===== src/rtl/wb_interconnect_np_if.sv =====
// Bus bundle for the single-master, N-slave Wishbone classic interconnect.
// The "slave" modport is the interconnect's view (it is the slave of M0 and
// drives the per-slave request lines). The "master" modport is the
// surrounding system's view: M0 plus the attached peripherals.
interface wb_interconnect_np_if #(
  parameter int NUM_SLAVES = 4,
  parameter int SLV_AW     = 9
);
  // M0 side
  logic [31:0]              m0_wb_dat_i;
  logic [31:0]              m0_wb_adr_i;
  logic [3:0]               m0_wb_sel_i;
  logic                     m0_wb_we_i;
  logic                     m0_wb_cyc_i;
  logic                     m0_wb_stb_i;
  logic [31:0]              m0_wb_dat_o;
  logic                     m0_wb_ack_o;
  logic                     m0_wb_err_o;
  // peripheral side
  logic [32*NUM_SLAVES-1:0] s_wb_dat_i;
  logic [NUM_SLAVES-1:0]    s_wb_ack_i;
  logic [31:0]              s_wb_dat_o;
  logic [SLV_AW-1:0]        s_wb_adr_o;
  logic [3:0]               s_wb_sel_o;
  logic                     s_wb_we_o;
  logic [NUM_SLAVES-1:0]    s_wb_cyc_o;
  logic [NUM_SLAVES-1:0]    s_wb_stb_o;

  modport slave (
    input  m0_wb_dat_i, m0_wb_adr_i, m0_wb_sel_i, m0_wb_we_i, m0_wb_cyc_i, m0_wb_stb_i,
    output m0_wb_dat_o, m0_wb_ack_o, m0_wb_err_o,
    input  s_wb_dat_i, s_wb_ack_i,
    output s_wb_dat_o, s_wb_adr_o, s_wb_sel_o, s_wb_we_o, s_wb_cyc_o, s_wb_stb_o
  );

  modport master (
    output m0_wb_dat_i, m0_wb_adr_i, m0_wb_sel_i, m0_wb_we_i, m0_wb_cyc_i, m0_wb_stb_i,
    input  m0_wb_dat_o, m0_wb_ack_o, m0_wb_err_o,
    output s_wb_dat_i, s_wb_ack_i,
    input  s_wb_dat_o, s_wb_adr_o, s_wb_sel_o, s_wb_we_o, s_wb_cyc_o, s_wb_stb_o
  );
endinterface


===== src/rtl/wb_interconnect_np.sv =====
// Single-master, N-slave Wishbone classic interconnect.
// A master request is registered, routed to the slave chosen by an address
// field and held until that slave acks, the master aborts, or the wait
// budget runs out. The master sees a registered one-cycle ack or err.
// Unmapped slave indices and timeouts both answer with err and zero data.
module wb_interconnect_np #(
  parameter int NUM_SLAVES = 4,
  parameter int SEL_LSB    = 12,
  parameter int SEL_W      = 2,
  parameter int SLV_AW     = 9,
  parameter int TIMEOUT    = 255
) (
  input logic                clk_i,
  input logic                rst,
  wb_interconnect_np_if.slave bus
);

  typedef enum logic [1:0] {
    ST_IDLE = 2'd0,
    ST_REQ  = 2'd1,
    ST_RESP = 2'd2
  } state_t;

  // Counter counts completed REQ cycles; terminal value is TIMEOUT-1 so the
  // error fires at the edge that ends the TIMEOUT-th wait cycle.
  localparam int CNT_W = (TIMEOUT > 0) ? $clog2(TIMEOUT + 1) : 1;
  localparam logic [CNT_W-1:0] CNT_LAST = CNT_W'((TIMEOUT > 0) ? (TIMEOUT - 1) : 0);

  state_t                state_r, state_s;
  logic [SEL_W-1:0]      idx_r, idx_s;
  logic [CNT_W-1:0]      cnt_r, cnt_s;
  logic [31:0]           m0_dat_r, m0_dat_s;
  logic                  m0_ack_r, m0_ack_s;
  logic                  m0_err_r, m0_err_s;
  logic [31:0]           s_dat_r, s_dat_s;
  logic [SLV_AW-1:0]     s_adr_r, s_adr_s;
  logic [3:0]            s_sel_r, s_sel_s;
  logic                  s_we_r, s_we_s;
  logic [NUM_SLAVES-1:0] s_hot_r, s_hot_s;

  logic [SEL_W-1:0]      req_idx_s;
  logic                  req_mapped_s;
  logic [NUM_SLAVES-1:0] req_hot_s;
  logic                  sel_ack_s;
  logic [31:0]           sel_dat_s;
  logic                  unused_adr_s;

  assign req_idx_s    = bus.m0_wb_adr_i[SEL_LSB +: SEL_W];
  assign req_mapped_s = (32'(req_idx_s) < 32'(NUM_SLAVES));
  // Address bits outside the word-address and select fields are don't-care.
  assign unused_adr_s = ^bus.m0_wb_adr_i;

  // Decode the incoming index to one-hot and mux the selected slave's ack/data.
  always_comb begin
    req_hot_s = {NUM_SLAVES{1'b0}};
    sel_ack_s = 1'b0;
    sel_dat_s = 32'h0000_0000;
    for (int k = 0; k < NUM_SLAVES; k++) begin
      req_hot_s[k] = (req_idx_s == SEL_W'(k));
      sel_ack_s    = (idx_r == SEL_W'(k)) ? bus.s_wb_ack_i[k] : sel_ack_s;
      sel_dat_s    = (idx_r == SEL_W'(k)) ? bus.s_wb_dat_i[32*k +: 32] : sel_dat_s;
    end
  end

  // Next-state and next-output logic; slave request lines are zero unless in REQ.
  always_comb begin
    state_s  = state_r;
    idx_s    = idx_r;
    cnt_s    = {CNT_W{1'b0}};
    m0_dat_s = 32'h0000_0000;
    m0_ack_s = 1'b0;
    m0_err_s = 1'b0;
    s_dat_s  = 32'h0000_0000;
    s_adr_s  = {SLV_AW{1'b0}};
    s_sel_s  = 4'h0;
    s_we_s   = 1'b0;
    s_hot_s  = {NUM_SLAVES{1'b0}};
    case (state_r)
      ST_IDLE: begin
        if (bus.m0_wb_cyc_i && bus.m0_wb_stb_i) begin
          idx_s = req_idx_s;
          if (req_mapped_s) begin
            state_s = ST_REQ;
            s_dat_s = bus.m0_wb_dat_i;
            s_adr_s = bus.m0_wb_adr_i[SLV_AW+1:2];
            s_sel_s = bus.m0_wb_sel_i;
            s_we_s  = bus.m0_wb_we_i;
            s_hot_s = req_hot_s;
          end else begin
            state_s  = ST_RESP;
            m0_err_s = 1'b1;
          end
        end else begin
          state_s = ST_IDLE;
        end
      end
      ST_REQ: begin
        if (!bus.m0_wb_cyc_i) begin
          // master abort: release the slave silently
          state_s = ST_IDLE;
        end else if (sel_ack_s) begin
          // an ack on the terminal count still wins over the timeout
          state_s  = ST_RESP;
          m0_ack_s = 1'b1;
          m0_dat_s = sel_dat_s;
        end else if ((TIMEOUT > 0) && (cnt_r == CNT_LAST)) begin
          state_s  = ST_RESP;
          m0_err_s = 1'b1;
        end else begin
          state_s = ST_REQ;
          cnt_s   = cnt_r + CNT_W'(1);
          s_dat_s = s_dat_r;
          s_adr_s = s_adr_r;
          s_sel_s = s_sel_r;
          s_we_s  = s_we_r;
          s_hot_s = s_hot_r;
        end
      end
      ST_RESP: begin
        state_s = ST_IDLE;
      end
      default: begin
        state_s = ST_IDLE;
      end
    endcase
  end

  // State and registered outputs; synchronous reset clears everything.
  always_ff @(posedge clk_i) begin
    if (rst) begin
      state_r  <= ST_IDLE;
      idx_r    <= {SEL_W{1'b0}};
      cnt_r    <= {CNT_W{1'b0}};
      m0_dat_r <= 32'h0000_0000;
      m0_ack_r <= 1'b0;
      m0_err_r <= 1'b0;
      s_dat_r  <= 32'h0000_0000;
      s_adr_r  <= {SLV_AW{1'b0}};
      s_sel_r  <= 4'h0;
      s_we_r   <= 1'b0;
      s_hot_r  <= {NUM_SLAVES{1'b0}};
    end else begin
      state_r  <= state_s;
      idx_r    <= idx_s;
      cnt_r    <= cnt_s;
      m0_dat_r <= m0_dat_s;
      m0_ack_r <= m0_ack_s;
      m0_err_r <= m0_err_s;
      s_dat_r  <= s_dat_s;
      s_adr_r  <= s_adr_s;
      s_sel_r  <= s_sel_s;
      s_we_r   <= s_we_s;
      s_hot_r  <= s_hot_s;
    end
  end

  assign bus.m0_wb_dat_o = m0_dat_r;
  assign bus.m0_wb_ack_o = m0_ack_r;
  assign bus.m0_wb_err_o = m0_err_r;
  assign bus.s_wb_dat_o  = s_dat_r;
  assign bus.s_wb_adr_o  = s_adr_r;
  assign bus.s_wb_sel_o  = s_sel_r;
  assign bus.s_wb_we_o   = s_we_r;
  assign bus.s_wb_cyc_o  = s_hot_r;
  assign bus.s_wb_stb_o  = s_hot_r;

endmodule


===== src/flat_wrapper.sv =====
// flat-port wrapper written by rule: the top's interface ports become plain ports
module wb_interconnect_np_flat 
#(
  parameter int NUM_SLAVES = 4,
  parameter int SEL_LSB    = 12,
  parameter int SEL_W      = 2,
  parameter int SLV_AW     = 9,
  parameter int TIMEOUT    = 255
)
  (clk_i, rst, bus_m0_wb_dat_i, bus_m0_wb_adr_i, bus_m0_wb_sel_i, bus_m0_wb_we_i, bus_m0_wb_cyc_i, bus_m0_wb_stb_i, bus_m0_wb_dat_o, bus_m0_wb_ack_o, bus_m0_wb_err_o, bus_s_wb_dat_i, bus_s_wb_ack_i, bus_s_wb_dat_o, bus_s_wb_adr_o, bus_s_wb_sel_o, bus_s_wb_we_o, bus_s_wb_cyc_o, bus_s_wb_stb_o);
  wb_interconnect_np_if #(.NUM_SLAVES(NUM_SLAVES), .SLV_AW(SLV_AW)) bus_i ();
  input logic clk_i;
  input logic rst;
  input wire logic [$bits(bus_i.m0_wb_dat_i)-1:0] bus_m0_wb_dat_i;
  input wire logic [$bits(bus_i.m0_wb_adr_i)-1:0] bus_m0_wb_adr_i;
  input wire logic [$bits(bus_i.m0_wb_sel_i)-1:0] bus_m0_wb_sel_i;
  input wire logic [$bits(bus_i.m0_wb_we_i)-1:0] bus_m0_wb_we_i;
  input wire logic [$bits(bus_i.m0_wb_cyc_i)-1:0] bus_m0_wb_cyc_i;
  input wire logic [$bits(bus_i.m0_wb_stb_i)-1:0] bus_m0_wb_stb_i;
  output wire logic [$bits(bus_i.m0_wb_dat_o)-1:0] bus_m0_wb_dat_o;
  output wire logic [$bits(bus_i.m0_wb_ack_o)-1:0] bus_m0_wb_ack_o;
  output wire logic [$bits(bus_i.m0_wb_err_o)-1:0] bus_m0_wb_err_o;
  input wire logic [$bits(bus_i.s_wb_dat_i)-1:0] bus_s_wb_dat_i;
  input wire logic [$bits(bus_i.s_wb_ack_i)-1:0] bus_s_wb_ack_i;
  output wire logic [$bits(bus_i.s_wb_dat_o)-1:0] bus_s_wb_dat_o;
  output wire logic [$bits(bus_i.s_wb_adr_o)-1:0] bus_s_wb_adr_o;
  output wire logic [$bits(bus_i.s_wb_sel_o)-1:0] bus_s_wb_sel_o;
  output wire logic [$bits(bus_i.s_wb_we_o)-1:0] bus_s_wb_we_o;
  output wire logic [$bits(bus_i.s_wb_cyc_o)-1:0] bus_s_wb_cyc_o;
  output wire logic [$bits(bus_i.s_wb_stb_o)-1:0] bus_s_wb_stb_o;
  assign bus_i.m0_wb_dat_i = bus_m0_wb_dat_i;
  assign bus_i.m0_wb_adr_i = bus_m0_wb_adr_i;
  assign bus_i.m0_wb_sel_i = bus_m0_wb_sel_i;
  assign bus_i.m0_wb_we_i = bus_m0_wb_we_i;
  assign bus_i.m0_wb_cyc_i = bus_m0_wb_cyc_i;
  assign bus_i.m0_wb_stb_i = bus_m0_wb_stb_i;
  assign bus_m0_wb_dat_o = bus_i.m0_wb_dat_o;
  assign bus_m0_wb_ack_o = bus_i.m0_wb_ack_o;
  assign bus_m0_wb_err_o = bus_i.m0_wb_err_o;
  assign bus_i.s_wb_dat_i = bus_s_wb_dat_i;
  assign bus_i.s_wb_ack_i = bus_s_wb_ack_i;
  assign bus_s_wb_dat_o = bus_i.s_wb_dat_o;
  assign bus_s_wb_adr_o = bus_i.s_wb_adr_o;
  assign bus_s_wb_sel_o = bus_i.s_wb_sel_o;
  assign bus_s_wb_we_o = bus_i.s_wb_we_o;
  assign bus_s_wb_cyc_o = bus_i.s_wb_cyc_o;
  assign bus_s_wb_stb_o = bus_i.s_wb_stb_o;
  wb_interconnect_np #(.NUM_SLAVES(NUM_SLAVES), .SEL_LSB(SEL_LSB), .SEL_W(SEL_W), .SLV_AW(SLV_AW), .TIMEOUT(TIMEOUT)) u_core (.clk_i(clk_i), .rst(rst), .bus(bus_i));
endmodule

===== config.mk =====
export PLATFORM = sky130hd
export DESIGN_NAME = wb_interconnect_np_flat
export DESIGN_NICKNAME = d
export VERILOG_FILES = /design/src/rtl/wb_interconnect_np_if.sv /design/src/rtl/wb_interconnect_np.sv /design/src/flat_wrapper.sv
export SDC_FILE = /design/constraint.sdc
export NUM_CORES = 1
export LEC_CHECK = 0
export BUFFER_PORTS_ARGS = -buffer_cell sky130_fd_sc_hd__buf_2
export CAP_MARGIN = 15
export CORE_AREA = 4 4 113 115
export DETAILED_ROUTE_END_ITERATION = 7
export DIE_AREA = 0 0 117 119
export GPL_TIMING_DRIVEN = 0
export PLACE_DENSITY = 0.77
export SYNTH_ARGS = -nofsm -noshare
export SYNTH_HDL_FRONTEND = slang
export SYNTH_SLANG_ARGS = --single-unit

===== constraint.sdc =====
create_clock -name clk_i -period 4.2 [get_ports clk_i]
set_input_delay 0.42 -clock clk_i [delete_from_list [all_inputs] [get_ports clk_i]]
set_output_delay 0.42 -clock clk_i [all_outputs]
set_load 0.01 [all_outputs]

# ---- Word-level counts from Yosys, hierarchy flattened
# Cells that the tools add are included.
dict set report op_classes {
  n_bitwise 3
  mux 37
  n_addsub 1
  n_reduce_logical 9
  eq_ne 9
}
# operator count
set op_table {}
lappend op_table {{$mux W32} 8}
lappend op_table {{$pmux W32 S2} 1}
lappend op_table {{$mux W9} 4}
lappend op_table {{$mux W4} 5}
lappend op_table {{$pmux W9 S2} 1}
lappend op_table {{$pmux W4 S2} 2}
lappend op_table {{$mux W1} 11}
lappend op_table {{$add A8 B1 Y8 const B} 1}
lappend op_table {{$eq A2 B2 Y1 const B} 4}
lappend op_table {{$eq A8 B8 Y1 const B} 1}
lappend op_table {{$reduce_or A4 Y1} 2}
lappend op_table {{$eq A2 B1 Y1 const B} 3}
lappend op_table {{$logic_not A2 Y1} 3}
lappend op_table {{$mux W2} 3}
lappend op_table {{$reduce_or A5 Y1} 1}
lappend op_table {{$ne A4 B2 Y1 const B} 1}
lappend op_table {{$pmux W2 S2} 1}
lappend op_table {{$not A1 Y1} 3}
lappend op_table {{$reduce_or A3 Y1} 1}
lappend op_table {{$pmux W1 S2} 1}
lappend op_table {{$reduce_and A2 Y1} 1}
lappend op_table {{$logic_and A1 B1 Y1} 1}
dict set report word_totals {
  ff_bits 96
  input_bits 205
  output_inout_bits 88
}

# ---- Longest topological paths before layout
dict set report depth {
  ltp_word 8
  mapped_depth 6
  depth_no_buf 5
}

# ---- Worst setup path before layout
# OpenSTA, ideal clock, no wires.
dict set report synth_path {
  path_kind {flip-flop to flip-flop}
  start {register u_core.idx_r[0]}
  end {register u_core.s_hot_r[0], in the netlist u_core.bus.s_wb_cyc_o[0]}
  path_buffers 2
  synth_period_minus_slack_ns 1.752
  setup_time_ns 0.059
  stages_incl_launch_ff 6
  path_slack_ns 2.448
  arrival_time_ns 1.692
  path_cell_list {dfxtp_1 > buf_6 > mux4_2 > a211oi_4 > buf_6 > o32a_1}
}
dict set report synth_between {
  elab_chain_cells 8
}
# item line
set synth_lines {}
lappend synth_lines {{start: declaration} wb_interconnect_np.sv:30} ;# logic [SEL_W-1:0] idx_r, idx_s;
lappend synth_lines {{start signal: assignment} wb_interconnect_np.sv:132} ;# idx_r <= {SEL_W{1'b0}};
lappend synth_lines {{start signal: assignment} wb_interconnect_np.sv:144} ;# idx_r <= idx_s;
lappend synth_lines {{$logic_not A2 Y1} wb_interconnect_np.sv:60} ;# sel_ack_s = (idx_r == SEL_W'(k)) ? bus.s_wb_ack_i[k] : sel_ack_s;
lappend synth_lines {{$mux W1 (3 in series)} wb_interconnect_np.sv:60}
lappend synth_lines {{$mux W1 (*)} wb_interconnect_np.sv:60}
lappend synth_lines {{$mux W4} wb_interconnect_np.sv:101} ;# end else if (sel_ack_s) begin
lappend synth_lines {{$mux W4} wb_interconnect_np.sv:98} ;# if (!bus.m0_wb_cyc_i) begin
lappend synth_lines {{$pmux W4 S2} wb_interconnect_np.sv:78} ;# case (state_r)
lappend synth_lines {{end signal: assignment} wb_interconnect_np.sv:141} ;# s_hot_r <= {NUM_SLAVES{1'b0}};
lappend synth_lines {{end signal: assignment} wb_interconnect_np.sv:153} ;# s_hot_r <= s_hot_s;
lappend synth_lines {{end: declaration} wb_interconnect_np.sv:39} ;# logic [NUM_SLAVES-1:0] s_hot_r, s_hot_s;
# Mark *: on every way between the ends. The rest lies on a longest branch, timed or not.
# A chain may end at the register's enable or synchronous reset.

# ---- Worst setup path in the final report
dict set report layout_path {
  start {register u_core.state_r[0]}
  end {register u_core.s_adr_r[2], in the netlist u_core.bus.s_wb_adr_o[2]}
}
dict set report layout_between {
  elab_chain_cells 2
}
# item line
set layout_lines {}
lappend layout_lines {{start: declaration} wb_interconnect_np.sv:29} ;# state_t state_r, state_s;
lappend layout_lines {{start signal: assignment} wb_interconnect_np.sv:143} ;# state_r <= state_s;
lappend layout_lines {{$eq A2 B1 Y1 / $logic_not A2 Y1 (equally long branches)} wb_interconnect_np.sv:78}
lappend layout_lines {{$ne A4 B2 Y1 (no source line) / $pmux W9 S2 (equally long branches)} --}
lappend layout_lines {{end signal: assignment} wb_interconnect_np.sv:138} ;# s_adr_r <= {SLV_AW{1'b0}};
lappend layout_lines {{end signal: assignment} wb_interconnect_np.sv:150} ;# s_adr_r <= s_adr_s;
lappend layout_lines {{end: declaration} wb_interconnect_np.sv:36} ;# logic [SLV_AW-1:0] s_adr_r, s_adr_s;
# Several ways; a longest one is shown, not always the timed one.

==> reports/metrics.cfg <==
[place]
io_buffers = 271
place_ws_ps = 1880
dp_hpwl_um = 10300
routabilityCongestion = 0.901

[global_routing]
antenna_found_initial = 1
grt_max_degree = 19
track_usage_pct = 17.2
globalRoute.totalOverflow = 0
grt_pass1_vias = 3759
grt_pass1_wl_um = 18500

[worst_setup_path]
critPathRequiredTime_ps = 4480
r2r-end = u_core.bus.s_wb_adr_o[2]
worstPathMaxFanout = 10
worstPathCellList = and4bb_2, nor2b_1, clkbuf_1, clkbuf_1, a22o_1
cp_slowest_cell = clkbuf_1
rr_worst_depth = 5
critPathKind = reg -> reg
worst_path_largest_cell_delay_ps = 420
cp.arrival_ps = 2410
reg2reg_from = u_core.state_r[0]
reg2reg_setup_slack_ps = 2070
crit_top_cell = clkbuf_1
crit_path_end_kind = flop
worst_setup_path_start_kind = flop

[clock_network]
cts_root_buffer = clkbuf_16
clkSlewWorstSetupHoldPaths_ps = 70
cts_buffers = 9
post_cts_resized = 0
htreeDepth = 3
cts_tree = yes
cts_setup_buffers = 0
clock_sinks = 96
cts_buffer_depth = 2
clk-insertion-delay-late_ps = 340
ctsHoldBuffers = 0

[route]
avgRoutedWirePerCell_um = 17.1
routed-via-count = 3580
drt_wl_total_um = 12400
final_antenna_net_count = 0
drtPass1Iterations = 4
remaining_drc_errors = 0
drtIter0Drc = 146
vias_per_cell = 4.94

[power_and_ir_drop]
clockPowerShare_pct = 40.1
irDropWorstVdd_mv = 0.159
p_int_mw = 1.48
combPwrFrac_pct = 11.9
power_density_mw_per_mm2 = 345
pwr-share-seq_pct = 48.0
p_leak_nw = 2.86
switching_power_mw = 0.470
p_sw_share_pct = 24.1

[worst_hold_path]
min_from = bus_m0_wb_dat_i[18]
min_path_type = in -> reg
hold_end = u_core.bus.s_wb_dat_o[18]
hold_path_depth = 2

[timing]
relSlewSlack_pct = 61.3
post-route-period-util_pct = 50.7
finalHoldViolCount = 0
clock_skew_ps = 7.10
clock.fmax_ghz = 0.470
min_period_ps = 2130
maxSlewViolCount = 0
worst_pin_slew_ps = 580
setup_viol = 0
fin_tns_setup_ps = 0
rsz0062_at_grt = false
layout_setup_ws_ps = 2070

[yosys]
synth_nets = 497
synth_top_area_share_pct = 50.4
syn_inst = 290
ys_ff_latch = 96
yosys.area.top_type = dfxtp_1
ys_seq_area_share_pct = 50.4
yosysWarningCount = 0
netlist_area_sq_mm = 0.00381
syn_avg_cell_area_sq_um = 13.1
ys_types = 37
synthTopCellsByArea = dfxtp_1 50%, mux4_2 20%, a22o_1 11%

[layout]
area_delta_synth_final_pct = 48.2
fillers = 1100
num_antenna_cells = 0
drive_gt1_share_pct = 58.3
nets = 780

[floorplanning]
rows = 40
io_pins = 293
die_area_sq_mm = 0.0139
die_w_um = 117
die_y_um = 119
core_sq_mm = 0.0118
start_util_pct = 32.3

[outcome]
outcome = finished clean

[run]
cap_violations = 0

[per-stage QoR]
stage	util (%)	power, mW	hold slack, ps	instances	area, sq um
2_1_floorplan	-	1.06	430	290	3810
3_3_place_gp	45.3	1.18	440	708	5350
3_5_place_dp	45.3	1.19	461	708	5350
4_1_cts	47.8	1.98	270	724	5640
5_1_grt	47.8	2.05	266	725	5650
6_report	47.8	1.95	285	725	5650
[worst max-delay path by stage]
stage                            startpoint                        to  slack (ps)
after CTS                 u_core.state_r[0]  u_core.bus.s_wb_adr_o[7]        2000
after floorplan             u_core.idx_r[0]  u_core.bus.s_wb_cyc_o[0]        2450
after global routing      u_core.state_r[0]  u_core.bus.s_wb_adr_o[2]        1830
final                     u_core.state_r[0]  u_core.bus.s_wb_adr_o[2]        2070
after global placement      bus_m0_wb_cyc_i  u_core.bus.s_wb_adr_o[6]        1940
after detailed placement    bus_m0_wb_cyc_i  u_core.bus.s_wb_adr_o[7]        1880
[critical path: cells and delay by family (launching register included)]
kind | cells | cell delay (ps)
flip-flops | 1 | 330
buffers and inverters | 2 | 820
AO/OA/AOI/OAI | 1 | 200
AND/OR/NAND/NOR | 2 | 710
[placed cells by master (no fill, tap or decap), types with 2 or more instances in the layout]
master       n
a21oi_1      3
a22o_1      46
a32o_1       2
and3_1      33
buf_2      275
buf_4        4
buf_6        6
clkbuf_1    14
clkbuf_16    9
clkinv_4     3
dfxtp_1     96
ha_1         2
inv_1        4
inv_8        2
mux2i_1      2
mux4_2      33
nand2_1      3
nand3_1      5
nor2_1       8
o21ai_0      3
or3_1        3
xor2_1       2
[state kept, by name, summed over array words and instances (netlist names)]
signal and count:
u_core.idx_r 2, u_core.cnt_r 8, u_core.bus.s_wb_we_o 1, u_core.bus.m0_wb_dat_o 32, u_core.state_r 2, u_core.bus.m0_wb_ack_o 1
u_core.bus.s_wb_adr_o 9, u_core.bus.s_wb_sel_o 4, u_core.bus.s_wb_dat_o 32, u_core.bus.m0_wb_err_o 1, u_core.bus.s_wb_cyc_o 4
[synthesized netlist by cell type]
master	n
a22o_1	46
and4_1	1
and3_1	33
or2_2	1
a32o_1	2
nor2b_1	1
nand4_1	1
a21o_1	1
nand2_1	3
ha_1	2
and2_1	1
or4bb_1	1
o21ai_0	3
inv_1	4
nand2b_1	1
nor2_1	8
mux2i_1	2
dfxtp_1	96
o32a_1	1
buf_4	4
a21oi_1	3
xor2_1	2
buf_1	1
clkbuf_1	14
or3_1	3
nor4b_1	1
a211oi_4	1
buf_2	3
mux4_2	33
nand3_1	5
and4bb_2	1
xnor2_1	1
o32ai_1	1
buf_6	6
nor4bb_1	1
nand3b_1	1
a211o_1	1
[logic make-up after synthesis]
family                   count (synthesis)  share of synthesized area [%]
AO/OA/AOI/OAI                           59                           13.3
XOR/XNOR                                 3                          0.690
adder cells (fa/ha/maj)                  2                          0.657
buffers and inverters                   32                           4.83
flip-flops                              96                           50.4
multiplexers                            35                           20.0
AND/OR/NAND/NOR                         63                           10.0
[metal layers]
layer  vias up  GRT usage (%)  part of all wire, %
met3        25           5.74                  8.9
li1       1690              -                    -
met4         2           6.02                  2.3
met2       176           30.0                   51
met5         -              0                 0.10
met1      1687           19.4                   38
[final cells by class]
| class | count | area, sq um | area share (%) |
|---|---|---|---|
| flip-flops and latches | 96 | 1920 | 34.0 |
| well taps | 147 | 184 | 3.26 |
| inverters | 4 | 15.0 | 0.266 |
| multi-input cells | 162 | 1700 | 30.2 |
| clock inverters | 7 | 65.1 | 1.15 |
| plain buffers | 28 | 169 | 2.99 |
| repair buffers | 272 | 1360 | 24.1 |
| clock buffers | 9 | 225 | 3.99 |
[power by group through the flow]
stage,Clock [mW],Sequential (mW),Combinational [mW]
final,0.782,0.936,0.231
after detailed placement,0,0.957,0.232
after CTS,0.813,0.936,0.232
after global placement,0,0.956,0.225
after floorplan,0,0.964,0.0991
after global routing,0.858,0.938,0.253
Power figures use the tool's default switching activity.
